`config.mk`:
```
export PLATFORM = sky130hd
export DESIGN_NAME = result_display_driver
export DESIGN_NICKNAME = d
export VERILOG_FILES = /design/src/rtl/result_display_driver.sv
export SDC_FILE = /design/constraint.sdc
export NUM_CORES = 1
export LEC_CHECK = 0
export BUFFER_PORTS_ARGS = -buffer_cell sky130_fd_sc_hd__buf_4
export CORE_AREA = 2 2 88 90
export DETAILED_ROUTE_END_ITERATION = 6
export DIE_AREA = 0 0 90 92
export PLACE_DENSITY = 0.44
export SYNTH_ARGS = -nofsm -noshare
export SYNTH_HDL_FRONTEND = slang
export SYNTH_SLANG_ARGS = --single-unit
```
`constraint.sdc`:
```
create_clock -name clk -period 3.31 [get_ports clk]
set_clock_uncertainty 0.1 [all_clocks]
set_input_delay 0.1655 -clock clk [delete_from_list [all_inputs] [get_ports clk]]
set_output_delay 0.1655 -clock clk [all_outputs]
set_load 0.01 [all_outputs]
```
`src/rtl/result_display_driver.sv`:
```
// Seven-segment driver for the game value bus: steady digits, blinking result
// glyphs, and a saturating streak of consecutive correct answers shown on dp.
module result_display_driver #(
    parameter int unsigned BLINK_HALF = 5_000_000,
    parameter int unsigned STREAK_MAX = 9
) (
    input  logic       clk,
    input  logic       reset,
    input  logic [3:0] value,
    output logic [6:0] seg,
    output logic       dp,
    output logic [3:0] streak
);

    typedef enum logic {
        PH_ON,
        PH_OFF
    } phase_t;

    localparam logic [23:0] HALF_LAST  = 24'(BLINK_HALF - 1);
    localparam logic [3:0]  STREAK_SAT = 4'(STREAK_MAX);
    localparam logic [3:0]  CODE_OK    = 4'd10;
    localparam logic [3:0]  CODE_BAD   = 4'd11;

    logic [3:0]  value_q,     value_d;
    logic [6:0]  seg_q,       seg_d;
    logic        dp_q,        dp_d;
    logic [3:0]  streak_q,    streak_d;
    logic [23:0] blink_cnt_q, blink_cnt_d;
    phase_t      phase_q,     phase_d;

    logic entry;
    logic is_result;

    function automatic logic [6:0] glyph(input logic [3:0] code);
        logic [6:0] g;
        case (code)
            4'd0:    g = 7'h3F;
            4'd1:    g = 7'h06;
            4'd2:    g = 7'h5B;
            4'd3:    g = 7'h4F;
            4'd4:    g = 7'h66;
            4'd5:    g = 7'h6D;
            4'd6:    g = 7'h7D;
            4'd7:    g = 7'h07;
            4'd8:    g = 7'h7F;
            4'd9:    g = 7'h6F;
            4'd10:   g = 7'h5C;
            4'd11:   g = 7'h79;
            default: g = 7'h00;
        endcase
        return g;
    endfunction

    always_comb begin
        value_d     = value;
        blink_cnt_d = '0;
        phase_d     = PH_ON;
        streak_d    = streak_q;

        entry     = (value != value_q);
        is_result = (value == CODE_OK) || (value == CODE_BAD);

        // An entry edge restarts the blink, so only a held result code advances it.
        if (is_result && !entry) begin
            if (blink_cnt_q == HALF_LAST) begin
                blink_cnt_d = '0;
                phase_d     = (phase_q == PH_ON) ? PH_OFF : PH_ON;
            end else begin
                blink_cnt_d = blink_cnt_q + 24'd1;
                phase_d     = phase_q;
            end
        end

        seg_d = (phase_d == PH_ON) ? glyph(value) : '0;

        if (entry) begin
            if (value == CODE_OK) begin
                streak_d = (streak_q >= STREAK_SAT) ? STREAK_SAT : streak_q + 4'd1;
            end else if (value == CODE_BAD) begin
                streak_d = '0;
            end
        end

        dp_d = (streak_d != '0);
    end

    always_ff @(posedge clk or posedge reset) begin
        if (reset) begin
            value_q     <= '1;
            seg_q       <= '0;
            dp_q        <= 1'b0;
            streak_q    <= '0;
            blink_cnt_q <= '0;
            phase_q     <= PH_ON;
        end else begin
            value_q     <= value_d;
            seg_q       <= seg_d;
            dp_q        <= dp_d;
            streak_q    <= streak_d;
            blink_cnt_q <= blink_cnt_d;
            phase_q     <= phase_d;
        end
    end

    assign seg    = seg_q;
    assign dp     = dp_q;
    assign streak = streak_q;

endmodule

```
==> metrics, run 1 <==
status finished clean; final core utilization 0.339; antenna violations before repair 0; Syn Nets 232; Final Setup Violations 0; worst slew pin tran 0.618 ns; Clock Sink Count a little over 40; DP Area 2370 um^2; HP Class reg -> reg; Synth Area in Adders 0.0584; post-synth top area share 0.432; pin count of the biggest net entering global routing 42; top-count cell post-synth nor2_1; DR vias/cell between 4 and 5; Peak Freq 438 MHz; area grow syn2layout 17.9%; share of synthesized registers carrying an async set or reset 1.00; Tcrit/Tclk final 0.689; CTS tree yes; largest cells by area after synthesis dfrtp_1 (43%), xnor2_1 (7.4%), nor2_1 (6.7%); crit end category flop; vias 1518; critical path type in -> reg; Port-buffer cells 17; RSZ-0062 raised after global routing no; Max Cap Viol 0; Nets ~260; Rows 32; minimum clock period after layout ~2.3 ns; routability cong. 0.774; ys flop type dfrtp_1; syn_area_per_cell 9.91 um^2; Arr. time, crit path 2.36 ns; Boundary Pins 18; Die Area 8280 um^2; final setup TNS 0 ns; endpoints failing hold 0; worst-skew pair later-pin latency 0.29 ns; DRC 0; vias in the first global route about 1600; GRT Residual Overflow 0; register area share after synthesis 0.482; drt first-iter violations between 100 and 150; ant diodes 0; Max Buffers Root-to-Sink 2; Core ar. 7450 um^2; Total Routing Usage GR 0.112; first-pass GRT wire length 7410 um; synthesis-stage register bit count 41; Synth top cells by count nor2_1 (38), dfrtp_1 (37), xnor2_1 (18); EDFF count, synth 0; synth warn 0; remaining antenna violation count after routing 0; Synth Cell Area 2140 um^2; peak supply drop 196 uV; post-route design area 2520 um^2; Slew HR 0.581; starting density of the core 0.287; Cells on Worst Hold Path 1; WL/cell 12.2 um; post-synthesis simple-gate area fraction 0.231; largest family of logic cells by synthesized area simple AND/OR/NAND/NOR gates; die width ~90 um; Die H 92 um; Synth Area in XOR/XNOR 0.106; htree depth 2; Post-CTS Resized 0; complex-gate fraction of the synthesized area 0.0836; WL final 4220 um; Yosys cell types 39; Num CTS Buffers 5; hold_buf cts 5; CTS clock-pin slew for the worst setup and hold paths 0.08 ns; PwrDens around 430 nW/um^2; mux contribution to synthesized area 0; root buffer cell clkbuf_8; Setup Buffers After CTS 0; share of cells above drive strength 1 0.140; Finished Layout Cells 345; Mapped Cells about 220; CP startpoint kind input pin; Lkg Pwr 1.03 nW; worst endpoint required time 3.39 ns; DP Cell Count 333; Yosys top cell by area dfrtp_1; post-DP HPWL 2940 um; crit-path max FO 6; R2R cell count 5; drt pass-1 iters 4; Final Slew Violations 0
[area by class of cell]
cell class	instances	area, um^2
Inverter	13	48.8
Timing Repair Buffer	23	185
Fill cell	791	4920
Clock inverter	2	35.0
Sequential cell	41	1030
Multi-Input combinational cell	159	1030
Tap cell	102	128
Clock buffer	5	68.8
[worst max-delay path, cell delays in order]
cell,delay (ns)
dlygate4sd3_1,0.54
buf_4,0.16
xor2_1,0.17
o311ai_1,0.58
nor2_1,0.11
a221o_1,0.35
a211o_1,0.27
[kinds of logic (layout without fill, tap and decap cells)]
| group | count (synthesis) | after routing |
|---|---|---|
| flops | 41 | 41 |
| simple gates | 97 | 97 |
| fa+ha+maj | 10 | 10 |
| compound gates | 26 | 26 |
| buf+inv | 16 | 43 |
| xor+xnor | 26 | 26 |
[report_power, final]
part	switching (mW)	internal, mW
sequential	0.0251	0.528
combinational	0.0774	0.0730
clock	0.173	0.219
total	0.276	0.821
[registers in the layout, summed over array words and instances (netlist names)]
name	count
blink_cnt_q	24
seg	7
streak	4
value_q	4
dp	1
phase_q	1
[worst paths after layout]
check / from / end / slack, ns
setup reg to reg: value_q[1] / dp / 1.18
setup / recovery: value[0] / dp / 1.03
hold reg to reg: blink_cnt_q[0] / blink_cnt_q[0] / 0.44
hold / removal: blink_cnt_q[0] / blink_cnt_q[0] / 0.44
max in group asynchronous: reset / value_q[1] / 2.29
min in group asynchronous: reset / blink_cnt_q[21] / 0.46
[cell usage in the layout (no fill, tap or decap), drive strengths merged, types with 4 or more instances in the layout]
master       Yosys  layout
a21oi            8       8
and4             4       4
buf              3      18
clkbuf           0       5
dfrtp           37      37
dfstp            4       4
dlygate4sd3      0       5
ha              10      10
inv             13      12
nand2           12      12
nand3           11      11
nand4            4       4
nor2            38      38
nor3             9       9
o21ai            7       7
xnor2           18      18
xor2             8       8
[layer usage]
metal  global-route usage  up-vias  wire length, um  part of all wire
li1                     -      788                -                 -
met1                0.142      707             2040              0.48
met2                0.184       17             1960              0.46
met3               0.0279        6              152             0.036
met4               0.0462        0               72             0.017
met5                    0        -                0                 0
[metrics by stage]
stage	power, mW	setup WS (ns)	hold WS [ns]
2_1_floorplan	0.643	1.38	0.0700
3_3_place_gp	0.712	1.15	0.223
3_5_place_dp	0.711	1.14	0.224
4_1_cts	1.11	0.994	0.451
5_1_grt	1.16	0.905	0.464
6_report	1.10	1.03	0.443
No activity file was read; power rests on OpenSTA's default activity.
==> run 2: changes to the inputs <==
- ABC_AREA: default -> 1
- CORE_AREA: 2 2 88 90 -> 2 2 95 97
- DIE_AREA: 0 0 90 92 -> 0 0 97 99
- clock period: 3.31 -> 2.4 ns (I/O delays scaled with it)
==> metrics, run 2 <==
status finished clean; vias in the first global route roughly 2100; Filler cells 909; largest family of logic cells by synthesized area simple AND/OR/NAND/NOR gates; CTS clock-pin slew for the worst setup and hold paths about 0.09 ns; Psw 0.416 mW; largest reg by FF count blink_cnt_q; share of cells above drive strength 1 0.194; Max Buffers Root-to-Sink 2; Clock Sink Count 41; EDFF count, synth 0; top-count cell post-synth nand2_1; Post-CTS Resized 0; Final Setup Violations 0; CP startpoint kind input pin; Synth Area in XOR/XNOR 0.0105; ys flop type dfrtp_1; drt first-iter violations 135; Yosys top cell by area dfrtp_1; Synth top cells by count nand2_1 (91), nor2_1 (60), inv_1 (42); Boundary Pins 18; HP Class in -> async; antenna violations before repair 0; RSZ-0062 raised after global routing no; Max Cap Viol 0; routability cong. ~0.75; Worst setup startpoint value[0]; FF/Latch Area 1030 um^2; CTS tree yes; critical path type in -> reg; worst hold slack 0.282 ns; critical path's slowest cell dlygate4sd3_1; DP Cell Count between 400 and 500; syn_area_per_cell 7.36 um^2; Synth Cell Area between 2000 and 3000 um^2; Clock power frac 0.406; post-DP HPWL between 4000 and 5000 um; Peak Freq 527 MHz; Die H 99 um; peak supply drop 218 uV; endpoints failing hold 0; hold_buf cts 5; largest cells by area after synthesis dfrtp_1 (37%), nand2_1 (14%), nor2_1 (9.0%); mux contribution to synthesized area 0; Flop pwr share 0.457; vias 2139; cells along the critical path dlygate4sd3_1 > buf_4 > inv_1 > nand2_1 > nand2_1 > nor2_1 > nand2_4 > nor2_8 > nand2_4 > clkinv_4 > nand2_2 > nor2_2; complex-gate fraction of the synthesized area 0.0435; worst-skew pair later-pin latency 0.30 ns; WL/cell 11.5 um; worst endpoint required time 2.53 ns; crit-path max FO 10; post-route design area between 2000 and 3000 um^2; Lkg Pwr around 1.4 nW; Finished Layout Cells 480; register area share after synthesis 0.412; DP Area between 2000 and 3000 um^2; Port-buffer cells 17; first-pass GRT wire length 9760 um; FF-to-FF Start value_q[0]; commonest non-fill, non-tap cell in the layout nand2_1; Arr. time, crit path 2.03 ns; final setup TNS 0 ns; Slowest Stage Delay on Critical Path 0.52 ns; share of synthesized registers carrying an async set or reset 1.00; root buffer cell clkbuf_8; Nets 387; drt pass-1 iters 4; Mapped Cells between 300 and 400; worst slew pin tran roughly 0.64 ns; Core ar. around 8600 um^2; GRT Residual Overflow 0; synthesis-stage register bit count 41; Slew HR 0.573; area of the multi-input gates 1290 um^2; most frequent cells in the layout nand2_1 (91), nor2_1 (60), inv_1 (41); remaining antenna violation count after routing 0; area grow syn2layout 18.4%; Yosys cell types 28; Sw Ratio 0.252; Total Routing Usage GR 0.123; crit end category flop; minimum clock period after layout 1.90 ns; Cell Int Power 1.24 mW; combinational share of power 0.137; DR vias/cell 4.46; Synth Area in Adders 0.0500; DRC 0; Final Slew Violations 0; post-synthesis simple-gate area fraction 0.412; starting density of the core 0.293; pin count of the biggest net entering global routing 26; Rows 34; Tcrit/Tclk final 0.791; ant diodes 0; die width 97 um; max FFs per register 24; Syn Nets 356; synth warn 0; Setup Buffers After CTS 0; Die Area 9600 um^2; WL final 5510 um; PwrDens 558 nW/um^2; post-synth top area share 0.370; Num CTS Buffers 5; htree depth 2
## run 2: final cells by class
class,instances,area share
multi-input cells,252,0.435
inverters,47,0.0612
clock buffers,5,0.0232
flip-flops and latches,41,0.348
repair buffers,24,0.0650
well taps,108,0.0456
clock inverters,3,0.0220
## run 2: path summary, 6_finish.rpt
kind,to,slack [ns],depth (start not counted)
max,blink_cnt_q[12],0.50,12
min,seg[5],0.28,3
max reg2reg,blink_cnt_q[12],0.52,10
min reg2reg,blink_cnt_q[0],0.37,1
max in group asynchronous,blink_cnt_q[1],1.21,4
min in group clk,blink_cnt_q[0],0.37,1
## run 2: logic make-up after synthesis
family	Yosys count
AO/OA/AOI/OAI	18
XOR/XNOR	3
adder cells (fa/ha/maj)	10
buffers and inverters	47
flip-flops	41
AND/OR/NAND/NOR	221
## run 2: worst max-delay path: cells and delay by family
kind | cells | cell delay (ns)
simple gates | 8 | 1.03
buf+inv | 4 | 0.88
## run 2: metrics by stage
stage               utilization  power, mW  setup WS (ns)
floorplan                     -      0.897          0.784
global placement          0.325      0.995          0.554
detailed placement        0.325      0.993          0.524
CTS                       0.347       1.68          0.484
global route              0.347       1.75          0.334
finish                    0.347       1.65          0.501
## run 2: layer usage
metal | vias to the layer above | part of all wire | GRT usage
li1 | 1113 | - | -
met1 | 996 | 0.47 | 0.154
met2 | 25 | 0.49 | 0.217
met3 | 5 | 0.028 | 0.0234
met4 | 0 | 0.012 | 0.0358
met5 | - | 0 | 0
## run 2: power by group through the flow
stage / logic [mW] / clock network (mW) / registers (mW)
after floorplan: 0.119 / 0 / 0.778
after global placement: 0.224 / 0 / 0.771
after detailed placement: 0.225 / 0 / 0.769
after CTS: 0.232 / 0.696 / 0.756
after global routing: 0.262 / 0.722 / 0.762
final: 0.227 / 0.671 / 0.755
